`config.mk`:
```
export PLATFORM = sky130hd
export DESIGN_NAME = score_round_ctrl
export DESIGN_NICKNAME = d
export VERILOG_FILES = /design/src/rtl/score_round_ctrl.sv
export SDC_FILE = /design/constraint.sdc
export NUM_CORES = 1
export LEC_CHECK = 0
export BUFFER_PORTS_ARGS = -buffer_cell sky130_fd_sc_hd__buf_4
export CELL_PAD_IN_SITES_DETAIL_PLACEMENT = 0
export CELL_PAD_IN_SITES_GLOBAL_PLACEMENT = 1
export CORE_ASPECT_RATIO = 1.5
export CORE_UTILIZATION = 43
export CTS_CLUSTER_SIZE = 30
export DETAILED_ROUTE_END_ITERATION = 6
export PLACE_DENSITY = 0.9
export SYNTH_ARGS = -nofsm -noshare
export SYNTH_HDL_FRONTEND = slang
export SYNTH_SLANG_ARGS = --single-unit
```
`constraint.sdc`:
```
create_clock -name clk -period 3.7 [get_ports clk]
set_input_delay 0.37 -clock clk [delete_from_list [all_inputs] [get_ports clk]]
set_output_delay 0.37 -clock clk [all_outputs]
set_load 0.005 [all_outputs]
```
`src/rtl/score_round_ctrl.sv`:
```
// rtl/score_round_ctrl.sv - game-round sequencer for the score/high-score datapath
// Accumulates points during play, commits a new high score on game over and holds the result for display.
module score_round_ctrl #(
    parameter int SCORE_W     = 8,
    parameter int POINT_W     = 4,
    parameter int HOLD_CYCLES = 16
) (
    input  logic               clk,
    input  logic               rst_n,
    input  logic               start,
    input  logic               point_valid,
    input  logic [POINT_W-1:0] point_val,
    input  logic               game_over,
    input  logic               clear_high,
    output logic [SCORE_W-1:0] current_score,
    output logic [SCORE_W-1:0] high_score,
    output logic               new_record,
    output logic               busy,
    output logic               done,
    output logic [2:0]         state_o
);

    localparam int CNT_W = (HOLD_CYCLES > 1) ? $clog2(HOLD_CYCLES) : 1;
    localparam int SUM_W = ((SCORE_W > POINT_W) ? SCORE_W : POINT_W) + 1;
    localparam logic [CNT_W-1:0] HOLD_LAST = CNT_W'(HOLD_CYCLES - 1);
    localparam logic [SUM_W-1:0] SCORE_MAX = SUM_W'({SCORE_W{1'b1}});

    typedef enum logic [2:0] {
        S_IDLE    = 3'd0,
        S_PLAY    = 3'd1,
        S_COMPARE = 3'd2,
        S_UPDATE  = 3'd3,
        S_SHOW    = 3'd4
    } state_t;

    state_t             state;
    state_t             state_next;
    logic [CNT_W-1:0]   hold_cnt;
    logic [SUM_W-1:0]   score_sum;
    logic [SCORE_W-1:0] score_sat;

    // Sum is formed one bit wider than either operand so it can never wrap.
    assign score_sum = SUM_W'(current_score) + SUM_W'(point_val);
    assign score_sat = (score_sum > SCORE_MAX) ? {SCORE_W{1'b1}} : score_sum[SCORE_W-1:0];

    always_comb begin
        state_next = state;
        case (state)
            S_IDLE:    if (start) state_next = S_PLAY;
            S_PLAY:    if (game_over) state_next = S_COMPARE;
            S_COMPARE: state_next = (current_score > high_score) ? S_UPDATE : S_SHOW;
            S_UPDATE:  state_next = S_SHOW;
            S_SHOW:    if (hold_cnt == '0) state_next = S_IDLE;
            default:   state_next = S_IDLE;
        endcase
    end

    always_ff @(posedge clk or negedge rst_n) begin
        if (!rst_n) begin
            state         <= S_IDLE;
            current_score <= '0;
            high_score    <= '0;
            new_record    <= 1'b0;
            hold_cnt      <= '0;
        end else begin
            state <= state_next;
            case (state)
                S_IDLE: begin
                    if (start) begin
                        current_score <= '0;
                        new_record    <= 1'b0;
                    end
                    if (clear_high) high_score <= '0;
                end
                S_PLAY: begin
                    if (point_valid) current_score <= score_sat;
                end
                S_UPDATE: begin
                    high_score <= current_score;
                    new_record <= 1'b1;
                end
                S_SHOW: begin
                    if (hold_cnt != '0) hold_cnt <= hold_cnt - 1'b1;
                end
                default: ;
            endcase
            // Entering SHOW (from COMPARE or UPDATE) arms the display hold.
            if (state_next == S_SHOW && state != S_SHOW) hold_cnt <= HOLD_LAST;
        end
    end

    assign busy    = (state != S_IDLE);
    assign done    = (state == S_SHOW) && (hold_cnt == '0);
    assign state_o = state;

endmodule

```
==> results of run 1 <==
[logic make-up (layout without fill, tap and decap cells)]
logic type                 count (synthesis)  after routing  synth area share, %
and+or+nand+nor                           58             58                 19.6
AOI/OAI and AO/OA                         50             50                 20.3
buffers and inverters                     23             54                 6.48
xor gates and xnor gates                   4              4                 2.27
muxes                                      1              1                0.648
DFF                                       24             24                 38.9
adders and majority gates                 14             14                 11.8
[routing by layer]
metal  vias to the layer above  wire length, um  GRT usage [%]
met3                         8               91           2.20
met1                       642             1440           22.8
met2                        30             1860           36.8
met4                         0               97           10.8
li1                        671                -              -
met5                         -                0              0
[worst max-delay path by stage]
stage,start,endpoint,cells past startpoint
after floorplan,current_score[7],hold_cnt[1],6
after global placement,point_val[0],current_score[0],9
after detailed placement,point_val[0],current_score[0],9
after CTS,current_score[0],current_score[0],8
after global routing,current_score[0],current_score[3],8
final,current_score[0],current_score[3],8
[placed cells by master, fill, tap and decap left out, types with 4 or more instances in the layout]
cell     instances
ha_1            13
dfrtp_1         24
nand2_1         20
a21oi_1         17
o21ai_0         12
nand3_1          4
nor2b_1          5
buf_4           31
nor3_1           5
inv_1           18
o22ai_1          4
nor2_1          10
[state kept, by name, indices dropped and copies added (netlist names)]
| signal | cells |
|---|---|
| new_record | 1 |
| hold_cnt | 4 |
| state_o | 3 |
| high_score | 8 |
| current_score | 8 |
[power breakdown]
part | switching [mW] | internal, mW | total (mW)
Combinational | 0.332 | 0.295 | 0.627
Clock | 0.0867 | 0.145 | 0.231
Sequential | 0.121 | 0.337 | 0.458
Total | 0.540 | 0.777 | 1.32
[what timing repair did]
action,CTS,global route
setup endpoints to repair,0,0
endpoints found under the hold margin,24,0
buffers inserted,0,0
hold buffers,1,0
[cell type report]
cell class | count | area, sq um | share of cell area (%)
clock buffer | 3 | 41.3 | 2.20
timing repair buffer | 32 | 243 | 12.9
tap | 42 | 52.6 | 2.80
clock inverter | 1 | 30.0 | 1.60
multi-input combinational | 127 | 843 | 44.9
inverter | 18 | 67.6 | 3.60
sequential | 24 | 601 | 32.0
[worst max-delay path, stage by stage, from the launching register on]
cell	delay (ns)
dfrtp_1	0.43
ha_1	0.19
inv_1	0.06
fa_1	0.41
nor2b_1	0.22
o21ai_0	0.16
nor2_1	0.29
o21ai_0	0.15
nand2_1	0.09
[metrics by stage]
stage          hold WS (ns)  setup slack (ns)  cell area [sq um]
4_1_cts               0.276              1.63               1880
5_1_grt               0.299              1.46               1880
3_3_place_gp          0.282              1.71               1800
6_report              0.283              1.64               1880
2_1_floorplan        0.0744              1.98               1540
3_5_place_dp          0.287              1.64               1800
==> flow_metrics.tcl, run 1 <==
set metrics [dict create \
    outcome "finished, final reports clean" \
    fin_worst_skew_ns 0.0106 \
    dp_hpwl_um 2770 \
    holdPathEnd "current_score[7]" \
    grt_pass1_vias 1218 \
    relSlewSlack_pct 60.4 \
    tightest_slew_ns 0.595 \
    fin_setup_tns_ns 0 \
    cts_buffer_depth 2 \
    rows 26 \
    synth_top_area_share_pct 38.9 \
    core_area_sq_um 3420 \
    p_leak_nw 0.885 \
    critPathArrivalTime_ns 2.27 \
    insertion_delay_ns 0.27 \
    hp-class "in -> reg" \
    slew_viol_final 0 \
    dr.pass1.iters 4 \
    r2r_end "current_score[3]" \
    vdd_drop_max_v 0.000548 \
    syn-num-nets 198 \
    via_per_inst 5.47 \
    vias 1351 \
    syn_to_final_growth_pct 21.6 \
    hold_viol 0 \
    nFillCells 336 \
    worstRegToRegCells 8 \
    grt_usage_pct 20.2 \
    gr-total-overflow 0 \
    io_buffers 31 \
    die_width_um 50.9 \
    cts_sinks 24 \
    drc 0 \
    stdcell_count 247 \
    root_buffer "clkbuf_8" \
    regToRegSetupSlack_ns 1.64 \
    drv_cap 0 \
    synth_ff_type "dfrtp_1" \
    ys_ff_latch 24 \
    rsz0062_at_grt "no" \
    ys_types 43 \
    synth_area_leaders "dfrtp_1, ha_1, a21oi_1" \
    antennaDiodeCount 0 \
    final_core_utilization_pct 55.0 \
    ios 32 \
    die_y_um 75.4 \
    synth.most_common_cell "dfrtp_1" \
    fin_crit_sh_pct 55.8 \
    ant_nets 0 \
    cts_made_buffers 3 \
    clk_pin_slew_ns 0.09 \
    grt_max_degree 25 \
    ctsResizeCount 0 \
    syn_area_sq_um 1540 \
    wire_per_inst_um 14.1 \
    yosys.area.top_type "dfrtp_1" \
    cp-start-kind "register" \
    cp.required_ns 3.91 \
    synth_enable_flop_cells 0 \
    die_area_sq_um 3840 \
    worstSetupPathType "reg -> reg" \
    fin_nets 230 \
    grt_pass1_wl_um 5660 \
    layout_min_cycle_time_ns 2.06 \
    drive_above_1_share_pct 21.0 \
    setup_viol 0 \
    start_util_pct 45.2 \
    synthCells 174 \
    worstPathMaxFanout 5 \
    yosys-top-cells-count "dfrtp_1, nand2_1, inv_1" \
    finalPower_mw 1.32 \
    antenna_found_initial 0 \
    htreeDepth 1 \
    worstHoldStart "start" \
    routed_wirelength_um 3490 \
    end_kind "register" \
    tritoncts "yes" \
    power_density_nw_per_um2 701 \
    place_congestion 0.844 \
    drtIter0Drc 30 \
    worstReg2RegStart "current_score[0]" \
    fmax_ghz 0.485 \
    dp.cells 242 \
    synth_area_per_cell_sq_um 8.87 \
    yosys_warnings 0 \
    seq_area_frac_synth_pct 38.9 \
    hold_depth 2 \
    async_flop_share_pct 100 \
]
Note: power is estimated with default switching activity, not from simulation.
==> run 2: changes to the inputs <==
--- a/config.mk
+++ b/config.mk
@@ -9,10 +9,10 @@
 export CELL_PAD_IN_SITES_DETAIL_PLACEMENT = 0
 export CELL_PAD_IN_SITES_GLOBAL_PLACEMENT = 1
 export CORE_ASPECT_RATIO = 1.5
-export CORE_UTILIZATION = 43
+export CORE_UTILIZATION = 36
 export CTS_CLUSTER_SIZE = 30
 export DETAILED_ROUTE_END_ITERATION = 6
-export PLACE_DENSITY = 0.9
+export PLACE_DENSITY = 0.81
 export SYNTH_ARGS = -nofsm -noshare
 export SYNTH_HDL_FRONTEND = slang
 export SYNTH_SLANG_ARGS = --single-unit
==> constraint.sdc (replaced) <==
create_clock -name clk -period 1.68 [get_ports clk]
set_input_delay 0.168 -clock clk [delete_from_list [all_inputs] [get_ports clk]]
set_output_delay 0.168 -clock clk [all_outputs]
set_load 0.005 [all_outputs]
==> flow_metrics.tcl, run 2 (synthesized netlist as in run 1, its figures left out) <==
set metrics [dict create \
    outcome "finished, violations left" \
    violations "negative setup slack" \
    critPathArrivalTime_ns 1.88 \
    p_clk_share_pct 12.1 \
    grt_max_degree 25 \
    insertion_delay_ns 0.27 \
    path_cells "ha_4 -> nand4_1 -> buf_4 -> nor3_2 -> a221o_2 -> o211ai_2" \
    syn_to_final_growth_pct 45.1 \
    drv_cap 0 \
    pwr-share-seq_pct 26.7 \
    grt_usage_pct 17.6 \
    power.switching_mw 1.39 \
    p_leak_nw 1.06 \
    tightest_slew_ns 0.468 \
    via_per_inst 5.10 \
    worstPathMaxFanout 5 \
    final_cell_mix "buf_4, nand2_1, dfrtp_1" \
    power_density_nw_per_um2 1500 \
    core_area_sq_um 4030 \
    hold_slack_ns 0.0851 \
    antenna_found_initial 0 \
    htreeDepth 1 \
    gr-total-overflow 0 \
    nFillCells 356 \
    netSwitchingFraction_pct 41.2 \
    ant_nets 0 \
    final_core_utilization_pct 55.6 \
    worstSetupPathType "reg -> reg" \
    slew_viol_final 0 \
    io_buffers 31 \
    cts_sinks 24 \
    tritoncts "yes" \
    vdd_drop_max_v 0.000839 \
    final_common_cell "buf_4" \
    slowest_stage "dfrtp_2" \
    setup_ws_ns -0.0443 \
    rows 28 \
    vias 1449 \
    p_int_mw 1.98 \
    fmax_ghz 0.580 \
    cts_buffer_depth 2 \
    multi_input_area_sq_um 957 \
    drive_above_1_share_pct 41.8 \
    max_stage_delay_ns 0.44 \
    preCtsSetupSlack_ns -0.184 \
    fin_setup_tns_ns -0.218 \
    ios 32 \
    fin_worst_skew_ns 0.00482 \
    end_kind "register" \
    drc 0 \
    layout_min_cycle_time_ns 1.72 \
    place_congestion 0.807 \
    grt_pass1_wl_um 6280 \
    cts_made_buffers 3 \
    setup_viol 7 \
    cp-start-kind "register" \
    root_buffer "clkbuf_8" \
    die_width_um 55.5 \
    rsz0062_at_grt "yes" \
    fin_nets 264 \
    reg_top3 "current_score x8, high_score x8, hold_cnt x4" \
    clk_pin_slew_ns 0.09 \
    grt_pass1_vias 1369 \
    hp-class "in -> reg" \
    dr.pass1.iters 4 \
    die_area_sq_um 4560 \
    wire_per_inst_um 14.0 \
    hold_viol 0 \
    die_y_um 82.2 \
    register_area_sq_um 607 \
    relSlewSlack_pct 68.5 \
    routed_wirelength_um 3970 \
    antennaDiodeCount 0 \
    drtIter0Drc 27 \
    cp.required_ns 1.84 \
    combPwrFrac_pct 61.2 \
    start_util_pct 38.3 \
    fin_crit_sh_pct 103 \
    dp_hpwl_um 2940 \
]
==> run 2: what timing repair did <==
action                                  in CTS  in global routing
resized for setup                           11                 19
gates cloned                                 0                  0
pin swaps                                    9                  8
buffers inserted                             2                  7
endpoints found under the setup margin      14                 17
hold buffers                                 1                  0
hold endpoints to repair                    24                  0
==> run 2: layout make-up <==
| cell class | instances | share of cell area (%) |
|---|---|---|
| Clock buffer | 4 | 2.46 |
| Sequential cell | 24 | 27.1 |
| Tap cell | 45 | 2.51 |
| Timing Repair Buffer | 66 | 22.2 |
| Multi-Input combinational cell | 127 | 42.7 |
| Inverter | 18 | 3.02 |
==> run 2: path summary, 6_finish.rpt <==
| path | from | end | slack [ns] | cells after the start |
|---|---|---|---|---|
| worst max-delay path | current_score[7] | hold_cnt[1] | -0.04 | 6 |
| worst min-delay path | start | current_score[7] | 0.09 | 2 |
| worst max register to register | current_score[7] | hold_cnt[1] | -0.04 | 6 |
| worst min register to register | new_record | new_record | 0.54 | 2 |
| max in group asynchronous | rst_n | current_score[7] | 1.08 | 2 |
| min in group asynchronous | rst_n | high_score[1] | 0.33 | 2 |
==> run 2: metrics by stage <==
step | instance area [sq um] | total power, mW | std cells
5_1_grt | 2240 | 3.66 | 284
6_report | 2240 | 3.37 | 284
4_1_cts | 2110 | 3.15 | 277
2_1_floorplan | 1560 | 1.94 | 174
3_3_place_gp | 2000 | 2.62 | 270
3_5_place_dp | 2000 | 2.64 | 270
==> run 2: critical path, delay by kind of cell, from the launching register on <==
| family | cells | cell delay, ns |
|---|---|---|
| buffers and inverters | 1 | 0.19 |
| flip-flops | 1 | 0.44 |
| adder cells (fa/ha/maj) | 1 | 0.27 |
| AND/OR/NAND/NOR | 2 | 0.38 |
| AO/OA/AOI/OAI | 2 | 0.34 |
==> run 2: power groups by stage <==
stage,sequential (mW),clock (mW),combinational [mW]
after global routing,0.920,0.447,2.29
after detailed placement,0.934,0,1.70
final,0.899,0.408,2.06
after CTS,0.902,0.418,1.83
after global placement,0.929,0,1.69
after floorplan,0.914,0,1.03
==> run 2: routing by layer <==
layer | GRT usage (%) | vias up | share of wire, %
li1 | - | 743 | -
met1 | 21.2 | 663 | 43
met2 | 31.8 | 33 | 51
met3 | 2.02 | 10 | 3.1
met4 | 7.75 | 0 | 2.4
met5 | 0 | - | 0
==> run 3: changes to the inputs <==
--- a/config.mk
+++ b/config.mk
@@ -5,11 +5,12 @@
 export SDC_FILE = /design/constraint.sdc
 export NUM_CORES = 1
 export LEC_CHECK = 0
+export ABC_AREA = 1
 export BUFFER_PORTS_ARGS = -buffer_cell sky130_fd_sc_hd__buf_4
 export CELL_PAD_IN_SITES_DETAIL_PLACEMENT = 0
 export CELL_PAD_IN_SITES_GLOBAL_PLACEMENT = 1
 export CORE_ASPECT_RATIO = 1.5
-export CORE_UTILIZATION = 36
+export CORE_UTILIZATION = 35
 export CTS_CLUSTER_SIZE = 30
 export DETAILED_ROUTE_END_ITERATION = 6
 export PLACE_DENSITY = 0.81
==> flow_metrics.tcl, run 3 <==
set metrics [dict create \
    fin_nets 258 \
    grt_pass1_vias 1363 \
    start_util_pct 37.2 \
    hold_depth 2 \
    holdPathEnd "state_o[0]" \
    grt_max_degree 25 \
    layout_min_cycle_time_ns 1.64 \
    antennaDiodeCount 0 \
    cts_sinks 24 \
    worstRegToRegCells 11 \
    outcome "finished, final reports clean" \
    io_buffers 31 \
    synth_top_area_share_pct 40.4 \
    synth_ff_type "dfrtp_1" \
    gr-total-overflow 0 \
    rsz0062_at_grt "yes" \
    synth_enable_flop_cells 0 \
    antenna_found_initial 0 \
    yosys.area.top_type "dfrtp_1" \
    r2r_end "current_score[6]" \
    hold_viol 0 \
    nFillCells 410 \
    die_width_um 55.2 \
    synthCells 184 \
    syn_area_sq_um 1490 \
    cp.required_ns 1.88 \
    slew_viol_final 0 \
    cts_made_buffers 3 \
    cp-start-kind "register" \
    clk_pin_slew_ns 0.10 \
    worstPathMaxFanout 3 \
    drc 0 \
    ant_nets 0 \
    syn_to_final_growth_pct 37.4 \
    dr.pass1.iters 4 \
    tritoncts "yes" \
    via_per_inst 4.85 \
    ios 32 \
    synth_area_leaders "dfrtp_1, ha_1, nand2_1" \
    synth.most_common_cell "nand2_1" \
    yosys-top-cells-count "nand2_1, inv_1, dfrtp_1" \
    cts_buffer_depth 2 \
    ys_ff_latch 24 \
    tightest_slew_ns 0.321 \
    yosys_warnings 0 \
    relSlewSlack_pct 78.4 \
    worstHoldStart "game_over" \
    p_leak_nw 1.04 \
    critPathArrivalTime_ns 1.84 \
    async_flop_share_pct 100 \
    insertion_delay_ns 0.27 \
    core_area_sq_um 3990 \
    hp-class "in -> reg" \
    setup_viol 0 \
    syn-num-nets 208 \
    ys_types 28 \
    fmax_ghz 0.611 \
    path_cells "ha_2 -> inv_2 -> fa_2 -> inv_2 -> nand3_2 -> nand2_2 -> nand2_4 -> buf_4 -> a21oi_2 -> nand2_1 -> o21ai_1" \
    vdd_drop_max_v 0.000907 \
    fin_crit_sh_pct 97.4 \
    die_y_um 81.8 \
    htreeDepth 1 \
    final_cell_mix "buf_4, nand2_1, inv_1" \
    regToRegSetupSlack_ns 0.04 \
    power_density_nw_per_um2 1490 \
    dpl_cell_area_sq_um 1870 \
    critPathMostFrequentCell "inv_2" \
    vias 1349 \
    max_stage_delay_ns 0.36 \
    reg_top3 "current_score x8, high_score x8, hold_cnt x4" \
    drtIter0Drc 14 \
    root_buffer "clkbuf_8" \
    final_cell_area_sq_um 2040 \
    grt_usage_pct 16.8 \
    wire_per_inst_um 12.4 \
    die_area_sq_um 4520 \
    seq_area_frac_synth_pct 40.4 \
    end_kind "register" \
    fin_worst_skew_ns 0.0115 \
    drv_cap 0 \
    place_congestion 0.789 \
    dp_hpwl_um 2780 \
    final_core_utilization_pct 51.1 \
    drive_above_1_share_pct 35.2 \
    rows 28 \
    worstSetupPathType "reg -> reg" \
    grt_pass1_wl_um 6020 \
    worstReg2RegStart "current_score[0]" \
    final_common_cell "buf_4" \
    slowest_stage "dfrtp_1" \
    synth_area_per_cell_sq_um 8.08 \
    routed_wirelength_um 3430 \
]
-- run 3: cell types whose count changed in the layout (fill, tap and decap cells not counted), sizes merged, moves of 3 or more --
cell,delta
a21oi,-8
a22o,-3
buf,-20
inv,+19
nand2,+26
nor2b,-5
o21a,-3
o22ai,+5
-- run 3: per-stage QoR --
step                      instances  worst slack (ns)  setup TNS (ns)  power (mW)  hold WS [ns]
after global placement          272           -0.0439          -0.120        2.38        0.0926
final                           278            0.0430               0        3.04         0.111
after detailed placement        272            -0.106          -0.367        2.39        0.0930
after global routing            278           -0.0663          -0.309        3.38         0.126
after floorplan                 184           -0.0128         -0.0188        1.79        -0.128
after CTS                       277           0.00891               0        2.93         0.108
-- run 3: report_power, final --
part           leakage [nW]  switching [mW]  internal (mW)
registers             0.308           0.149          0.729
logic                 0.701           0.888          0.763
clock network        0.0357           0.194          0.318
total                  1.04            1.23           1.81
-- run 3: repair_timing --
item / in CTS / in global routing
setup buffers: 0 / 1
hold endpoints to repair: 24 / 0
cloned: 0 / 0
pin swaps: 3 / 5
hold buffers: 1 / 0
setup endpoints to repair: 7 / 12
resized for setup: 7 / 20
-- run 3: worst max path at each step --
stage,startpoint,endpoint,cells after the start
after floorplan,current_score[0],current_score[3],12
after global placement,current_score[0],current_score[3],12
after detailed placement,current_score[0],current_score[3],12
after CTS,current_score[0],current_score[6],11
after global routing,current_score[0],current_score[3],12
final,current_score[0],current_score[6],11
-- run 3: per-layer routing --
| metal | GRT usage (%) | routed length (um) |
|---|---|---|
| met5 | 0 | 0 |
| met4 | 4.75 | 21 |
| met3 | 1.73 | 91 |
| met2 | 31.1 | 1840 |
| met1 | 20.7 | 1480 |
-- run 3: final cells by class --
type | instances | area [sq um] | share of cell area [%]
multi-input combinational | 122 | 822 | 40.3
sequential | 24 | 602 | 29.5
timing repair buffer | 46 | 352 | 17.2
inverter | 37 | 139 | 6.80
tap | 45 | 56.3 | 2.76
clock buffer | 3 | 41.3 | 2.02
clock inverter | 1 | 30.0 | 1.47
-- run 3: cells by family after synthesis --
family	Yosys count	share of synthesized area (%)
flip-flops	24	40.4
AND/OR/NAND/NOR	70	21.9
AO/OA/AOI/OAI	35	14.0
buffers and inverters	38	9.68
XOR/XNOR	3	1.77
adder cells (fa/ha/maj)	14	12.3
-- run 3: worst max-delay path: cells and delay by family (launching register included) --
family	cells	cell delay, ns
adders and majority gates	2	0.51
and+or+nand+nor	4	0.30
DFF	1	0.36
AOI/OAI and AO/OA	2	0.17
buffers and inverters	3	0.24
